File: src/rtl/rgb_hue_sequencer_if.sv
// Control and colour bus between the board switches, the hue sequencer and the
// downstream WS2812 driver.
interface rgb_hue_sequencer_if;
  logic        run;
  logic        dir;
  logic [1:0]  brightness;
  logic [23:0] rgb_color;
  logic [2:0]  segment;
  logic        step_tick;

  modport master (
    output run, dir, brightness,
    input  rgb_color, segment, step_tick
  );

  modport slave (
    input  run, dir, brightness,
    output rgb_color, segment, step_tick
  );
endinterface

File: src/rtl/rgb_hue_sequencer.sv
// Six-segment hue wheel generator with run/pause, direction and 4-level
// brightness, feeding a 24-bit RGB colour to the WS2812 driver.
module rgb_hue_sequencer #(
  parameter int unsigned STEP_CYCLES = 200000
) (
  input logic               clk,
  input logic               reset_n,
  rgb_hue_sequencer_if.slave bus
);

  localparam int unsigned CNT_W = $clog2(STEP_CYCLES + 1);
  localparam logic [CNT_W-1:0] CNT_LAST = CNT_W'(STEP_CYCLES - 1);

  // Two-flop synchronisers for the switch inputs.
  logic [1:0] run_sync;
  logic [1:0] dir_sync;
  logic [1:0] bri_meta;
  logic [1:0] bri_s;
  logic       run_s;
  logic       dir_s;

  // NOTE: sequential state uses non-blocking assignments so every flop samples
  // the pre-edge value of its neighbours, which is what makes the chain a chain.
  always_ff @(posedge clk or negedge reset_n) begin
    if (!reset_n) begin
      run_sync <= '0;
      dir_sync <= '0;
      bri_meta <= '0;
      bri_s    <= '0;
    end else begin
      run_sync <= {run_sync[0], bus.run};
      dir_sync <= {dir_sync[0], bus.dir};
      bri_meta <= bus.brightness;
      bri_s    <= bri_meta;
    end
  end

  assign run_s = run_sync[1];
  assign dir_s = dir_sync[1];

  // Prescaler holds its count while paused so a resume finishes the same step.
  logic [CNT_W-1:0] presc_cnt;
  logic             tick;

  assign tick = run_s && (presc_cnt == CNT_LAST);

  always_ff @(posedge clk or negedge reset_n) begin
    if (!reset_n) begin
      presc_cnt <= '0;
    end else if (run_s) begin
      presc_cnt <= tick ? '0 : presc_cnt + 1'b1;
    end
  end

  // Wheel position: segment 0..5 and level 0..255 within the segment.
  logic [2:0] seg_q, seg_d;
  logic [7:0] level_q, level_d;

  always_ff @(posedge clk or negedge reset_n) begin
    if (!reset_n) begin
      seg_q   <= '0;
      level_q <= '0;
    end else begin
      seg_q   <= seg_d;
      level_q <= level_d;
    end
  end

  // NOTE: every always_comb output gets a default first; a path that leaves one
  // unassigned would otherwise infer a latch.
  always_comb begin
    seg_d   = seg_q;
    level_d = level_q;
    if (tick) begin
      if (seg_q > 3'd5) begin
        seg_d   = 3'd0;
        level_d = 8'd0;
      end else if (!dir_s) begin
        if (level_q != 8'hFF) begin
          level_d = level_q + 8'd1;
        end else begin
          level_d = 8'd0;
          seg_d   = (seg_q == 3'd5) ? 3'd0 : seg_q + 3'd1;
        end
      end else begin
        if (level_q != 8'h00) begin
          level_d = level_q - 8'd1;
        end else begin
          level_d = 8'hFF;
          seg_d   = (seg_q == 3'd0) ? 3'd5 : seg_q - 3'd1;
        end
      end
    end
  end

  // Colour map; boundaries deliberately repeat a colour (1536-step wheel).
  logic [7:0] red, green, blue;
  logic [7:0] level_inv;

  assign level_inv = ~level_q;

  always_comb begin
    red   = 8'h00;
    green = 8'h00;
    blue  = 8'h00;
    case (seg_q)
      3'd0: begin red = 8'hFF;     green = level_q;   blue = 8'h00;     end
      3'd1: begin red = level_inv; green = 8'hFF;     blue = 8'h00;     end
      3'd2: begin red = 8'h00;     green = 8'hFF;     blue = level_q;   end
      3'd3: begin red = 8'h00;     green = level_inv; blue = 8'hFF;     end
      3'd4: begin red = level_q;   green = 8'h00;     blue = 8'hFF;     end
      3'd5: begin red = 8'hFF;     green = 8'h00;     blue = level_inv; end
      default: begin red = 8'h00;  green = 8'h00;     blue = 8'h00;     end
    endcase
  end

  // Output stage: step_tick is delayed one extra cycle so it lines up with the
  // registered colour of the new position.
  logic        moved_q;
  logic [23:0] rgb_q;
  logic        step_tick_q;

  always_ff @(posedge clk or negedge reset_n) begin
    if (!reset_n) begin
      moved_q     <= 1'b0;
      rgb_q       <= '0;
      step_tick_q <= 1'b0;
    end else begin
      moved_q     <= tick;
      rgb_q       <= {red >> bri_s, green >> bri_s, blue >> bri_s};
      step_tick_q <= moved_q;
    end
  end

  assign bus.rgb_color = rgb_q;
  assign bus.segment   = seg_q;
  assign bus.step_tick = step_tick_q;

endmodule

File: src/flat_wrapper.sv
// flat-port wrapper written by rule: the top's interface ports become plain ports
module rgb_hue_sequencer_flat 
#(
  parameter int unsigned STEP_CYCLES = 200000
)
  (clk, reset_n, bus_run, bus_dir, bus_brightness, bus_rgb_color, bus_segment, bus_step_tick);
  rgb_hue_sequencer_if bus_i ();
  input logic clk;
  input logic reset_n;
  input wire logic [$bits(bus_i.run)-1:0] bus_run;
  input wire logic [$bits(bus_i.dir)-1:0] bus_dir;
  input wire logic [$bits(bus_i.brightness)-1:0] bus_brightness;
  output wire logic [$bits(bus_i.rgb_color)-1:0] bus_rgb_color;
  output wire logic [$bits(bus_i.segment)-1:0] bus_segment;
  output wire logic [$bits(bus_i.step_tick)-1:0] bus_step_tick;
  assign bus_i.run = bus_run;
  assign bus_i.dir = bus_dir;
  assign bus_i.brightness = bus_brightness;
  assign bus_rgb_color = bus_i.rgb_color;
  assign bus_segment = bus_i.segment;
  assign bus_step_tick = bus_i.step_tick;
  rgb_hue_sequencer #(.STEP_CYCLES(STEP_CYCLES)) u_core (.clk(clk), .reset_n(reset_n), .bus(bus_i));
endmodule
File: config.mk
export PLATFORM = sky130hd
export DESIGN_NAME = rgb_hue_sequencer_flat
export DESIGN_NICKNAME = d
export VERILOG_FILES = /design/src/rtl/rgb_hue_sequencer_if.sv /design/src/rtl/rgb_hue_sequencer.sv /design/src/flat_wrapper.sv
export SDC_FILE = /design/constraint.sdc
export NUM_CORES = 1
export LEC_CHECK = 0
export ABC_AREA = 1
export BUFFER_PORTS_ARGS = -buffer_cell sky130_fd_sc_hd__buf_2
export CORE_MARGIN = 2
export CORE_UTILIZATION = 60
export CTS_CLUSTER_SIZE = 25
export DETAILED_ROUTE_END_ITERATION = 8
export HOLD_SLACK_MARGIN = 0.12
export PLACE_DENSITY = 0.8
export SYNTH_ARGS = -nofsm -noshare
export SYNTH_HDL_FRONTEND = slang
export SYNTH_SLANG_ARGS = --single-unit
File: constraint.sdc
create_clock -name clk -period 1.96 [get_ports clk]
set_clock_uncertainty 0.1 [all_clocks]
set_input_delay 0.098 -clock clk [delete_from_list [all_inputs] [get_ports clk]]
set_output_delay 0.098 -clock clk [all_outputs]
set_load 0.01 [all_outputs]
==> flow_summary.yaml <==
sta:
  rsz0062_at_grt: "false"
  period_needed_ns: 1.81
  relSlewSlack: 0.549
  hold_viol_final: 0
  period_share: 0.922
  finalSetupViolCount: 0
  tns_ns: 0
  drv_slew: 0
  worst_pin_slew_ns: 0.676
  hold_ws_ns: 0.182
  fmax_ghz: 0.553
  finalWorstSetupSlack_ns: 0.153
setup_path:
  end_kind: "flip-flop"
  critPathMaxFanout: 7
  required_ns: 2.09
  critPathKind: "flip-flop to flip-flop"
  r2r_cells: 10
  critPathLaunchType: "flip-flop"
  worstPathArrival_ns: 1.94
power:
  leakagePower_nw: 2.34
  powerDensity_nw_per_um2: 709
  ir_worst_vdd_mv: 0.577
grt:
  track_usage: 0.284
  grt_max_degree: 39
  grt_pass1_vias: 3461
  antenna_found_initial: 0
  grt_first_pass_wirelength_mm: 16.1
  grt-ovfl-total: 0
floorplanning:
  die_w_um: 83.5
  dieArea_um2: 6970
  die_h_um: 83.5
  start_util: 0.629
  coreArea_um2: 6030
  rows: 28
  ioPinCount: 34
clocking:
  clock_tree.root_cell: "clkbuf_8"
  clock_sinks: 63
  clk_pin_slew_ns: 0.07
  cts_tree: "built"
  ctsHtreeMaxLevel: 3
  clockBufferDepth: 2
  cts_buffers: 9
  insertion_delay_ns: 0.35
cells_and_area:
  area_growth_pct: 14.5
  multi_input_area_um2: 1920
  final_util: 0.720
  diodes: 0
  n_fill_cell: 501
  regArea_um2: 1580
  nets: 607
  design_area_um2: 4340
  drive_gt1_frac: 0.135
detailed_routing:
  routedWlPerCell_um: 14.0
  vias: 3735
  wl_mm: 9.48
  ant_nets: 0
  drcViolationCount: 0
  viasPerCell: 5.53
  first_pass_iters: 6
  detail_route.iter0.violations: 436
placed_design:
  hpwlAfterDp_mm: 6.86
  dpl_cell_area_um2: 4060
  routabilityCongestion: 0.931
  io_buffers: 33
  post-place-ws_ns: 0.181
yosys:
  synth_edf_count: 0
  netlist_instances: 551
  syn_avg_cell_area_um2: 6.88
  yosysWarnings: 0
  synth_cell_types: 30
  synth-main-ff-cell: "dfrtp_1"
  synth_async_sr_flop_share: 1.00
  ys_ff_latch: 63
  ys_seq_area_frac: 0.416
  syn_nets: 562
  synth_area_um2: 3790
min_path:
  min_path_type: "input port to asynchronous set/reset pin"
outcome:
  status: "complete, no violations"
run:
  cap_violations: 0
-- critical path, cell delays in order (launching register included) --
cell and delay (ns):
dfrtp_1 0.51, inv_4 0.10, ha_1 0.29, inv_1 0.12, nor2_1 0.05, nor2_1 0.17, o21ai_0 0.12, nand2_1 0.07
nand2_1 0.07, nand2_1 0.06, nand2_1 0.05
-- power breakdown --
part	total [mW]	internal [mW]	leakage (nW)	switching (mW)
Sequential	1.47	1.38	0.824	0.0822
Clock	1.30	0.757	0.109	0.541
Combinational	0.316	0.118	1.41	0.198
-- placed cells by master, fill, tap and decap left out, drive strengths merged --
cell           n
a21oi         11
buf           47
bufinv         2
clkbuf        10
clkinv         2
clkinvlp       2
dfrtp         63
dlygate4sd3    5
ha             5
inv           53
nand2        214
nand3         61
nand4         16
nor2          60
nor3           8
nor4           1
o211ai         6
o21ai         22
o22ai          1
or2            1
xnor2          1
xor2          10
-- sequential cells by signal (all words and copies together) (netlist names) --
register	flops
u_core.bri_meta	2
u_core.bri_s	2
u_core.bus.rgb_color	24
u_core.bus.segment	3
u_core.bus.step_tick	1
u_core.dir_sync	2
u_core.level_q	8
u_core.moved_q	1
u_core.presc_cnt	18
u_core.run_sync	2
-- worst paths after layout --
path	slack (ns)	from	endpoint
worst min-delay path	0.18	reset_n	u_core.presc_cnt[13]
worst max register to register	0.15	u_core.bus.segment[2]	u_core.bus.rgb_color[10]
min in group clk	0.25	u_core.moved_q	u_core.bus.step_tick
worst max-delay path	0.15	u_core.bus.segment[2]	u_core.bus.rgb_color[10]
worst min register to register	0.25	u_core.moved_q	u_core.bus.step_tick
max in group asynchronous	1.17	reset_n	u_core.bri_s[0]
-- final cells by class --
type / instances / share of cell area
clock buffer: 10 / 0.0317
clock inverter: 6 / 0.0213
inverter: 53 / 0.0464
multi-input combinational: 417 / 0.441
sequential: 63 / 0.364
tap: 75 / 0.0216
timing repair buffer: 52 / 0.0738
-- cells in the mapped netlist (2+ instances only) --
cell type | instances | area [um^2]
a21oi_1 | 11 | 55.1
buf_2 | 9 | 45.0
buf_4 | 3 | 22.5
clkbuf_1 | 5 | 18.8
dfrtp_1 | 63 | 1580
ha_1 | 5 | 62.6
inv_1 | 50 | 188
nand2_1 | 211 | 792
nand2_2 | 2 | 12.5
nand3_1 | 61 | 305
nand4_1 | 16 | 100
nor2_1 | 52 | 195
nor2_2 | 6 | 37.5
nor2_4 | 2 | 22.5
nor3_1 | 7 | 35.0
o211ai_1 | 6 | 45.0
o21ai_0 | 16 | 80.1
o21ai_1 | 5 | 25.0
xor2_1 | 10 | 87.6
-- kinds of logic (layout without fill, tap and decap cells) --
logic type / after synthesis / after routing / synth area share
compound gates: 40 / 40 / 0.0581
flops: 63 / 63 / 0.416
xor+xnor: 11 / 11 / 0.0254
buf+inv: 71 / 121 / 0.0789
fa+ha+maj: 5 / 5 / 0.0165
simple gates: 361 / 361 / 0.405
-- routing by layer --
metal	routed length [um]	track usage	vias to the layer above
li1	-	-	1842
met1	4290	0.412	1696
met2	4220	0.430	180
met3	814	0.0554	17
met4	148	0.0909	0
met5	0	0	-
-- timing repair --
item                                    in CTS  in global routing
endpoints found under the hold margin       67                  0
hold buffers                                 5                  0
endpoints found under the setup margin       0                  3
setup buffers                                0                  0
resized for setup                            0                  2
-- through the flow --
step / std cells / total power [mW]
4_1_cts: 676 / 3.09
6_report: 676 / 3.08
3_3_place_gp: 655 / 1.78
2_1_floorplan: 551 / 1.69
5_1_grt: 676 / 3.21
3_5_place_dp: 655 / 1.79
(Power assumes the default switching activity.)
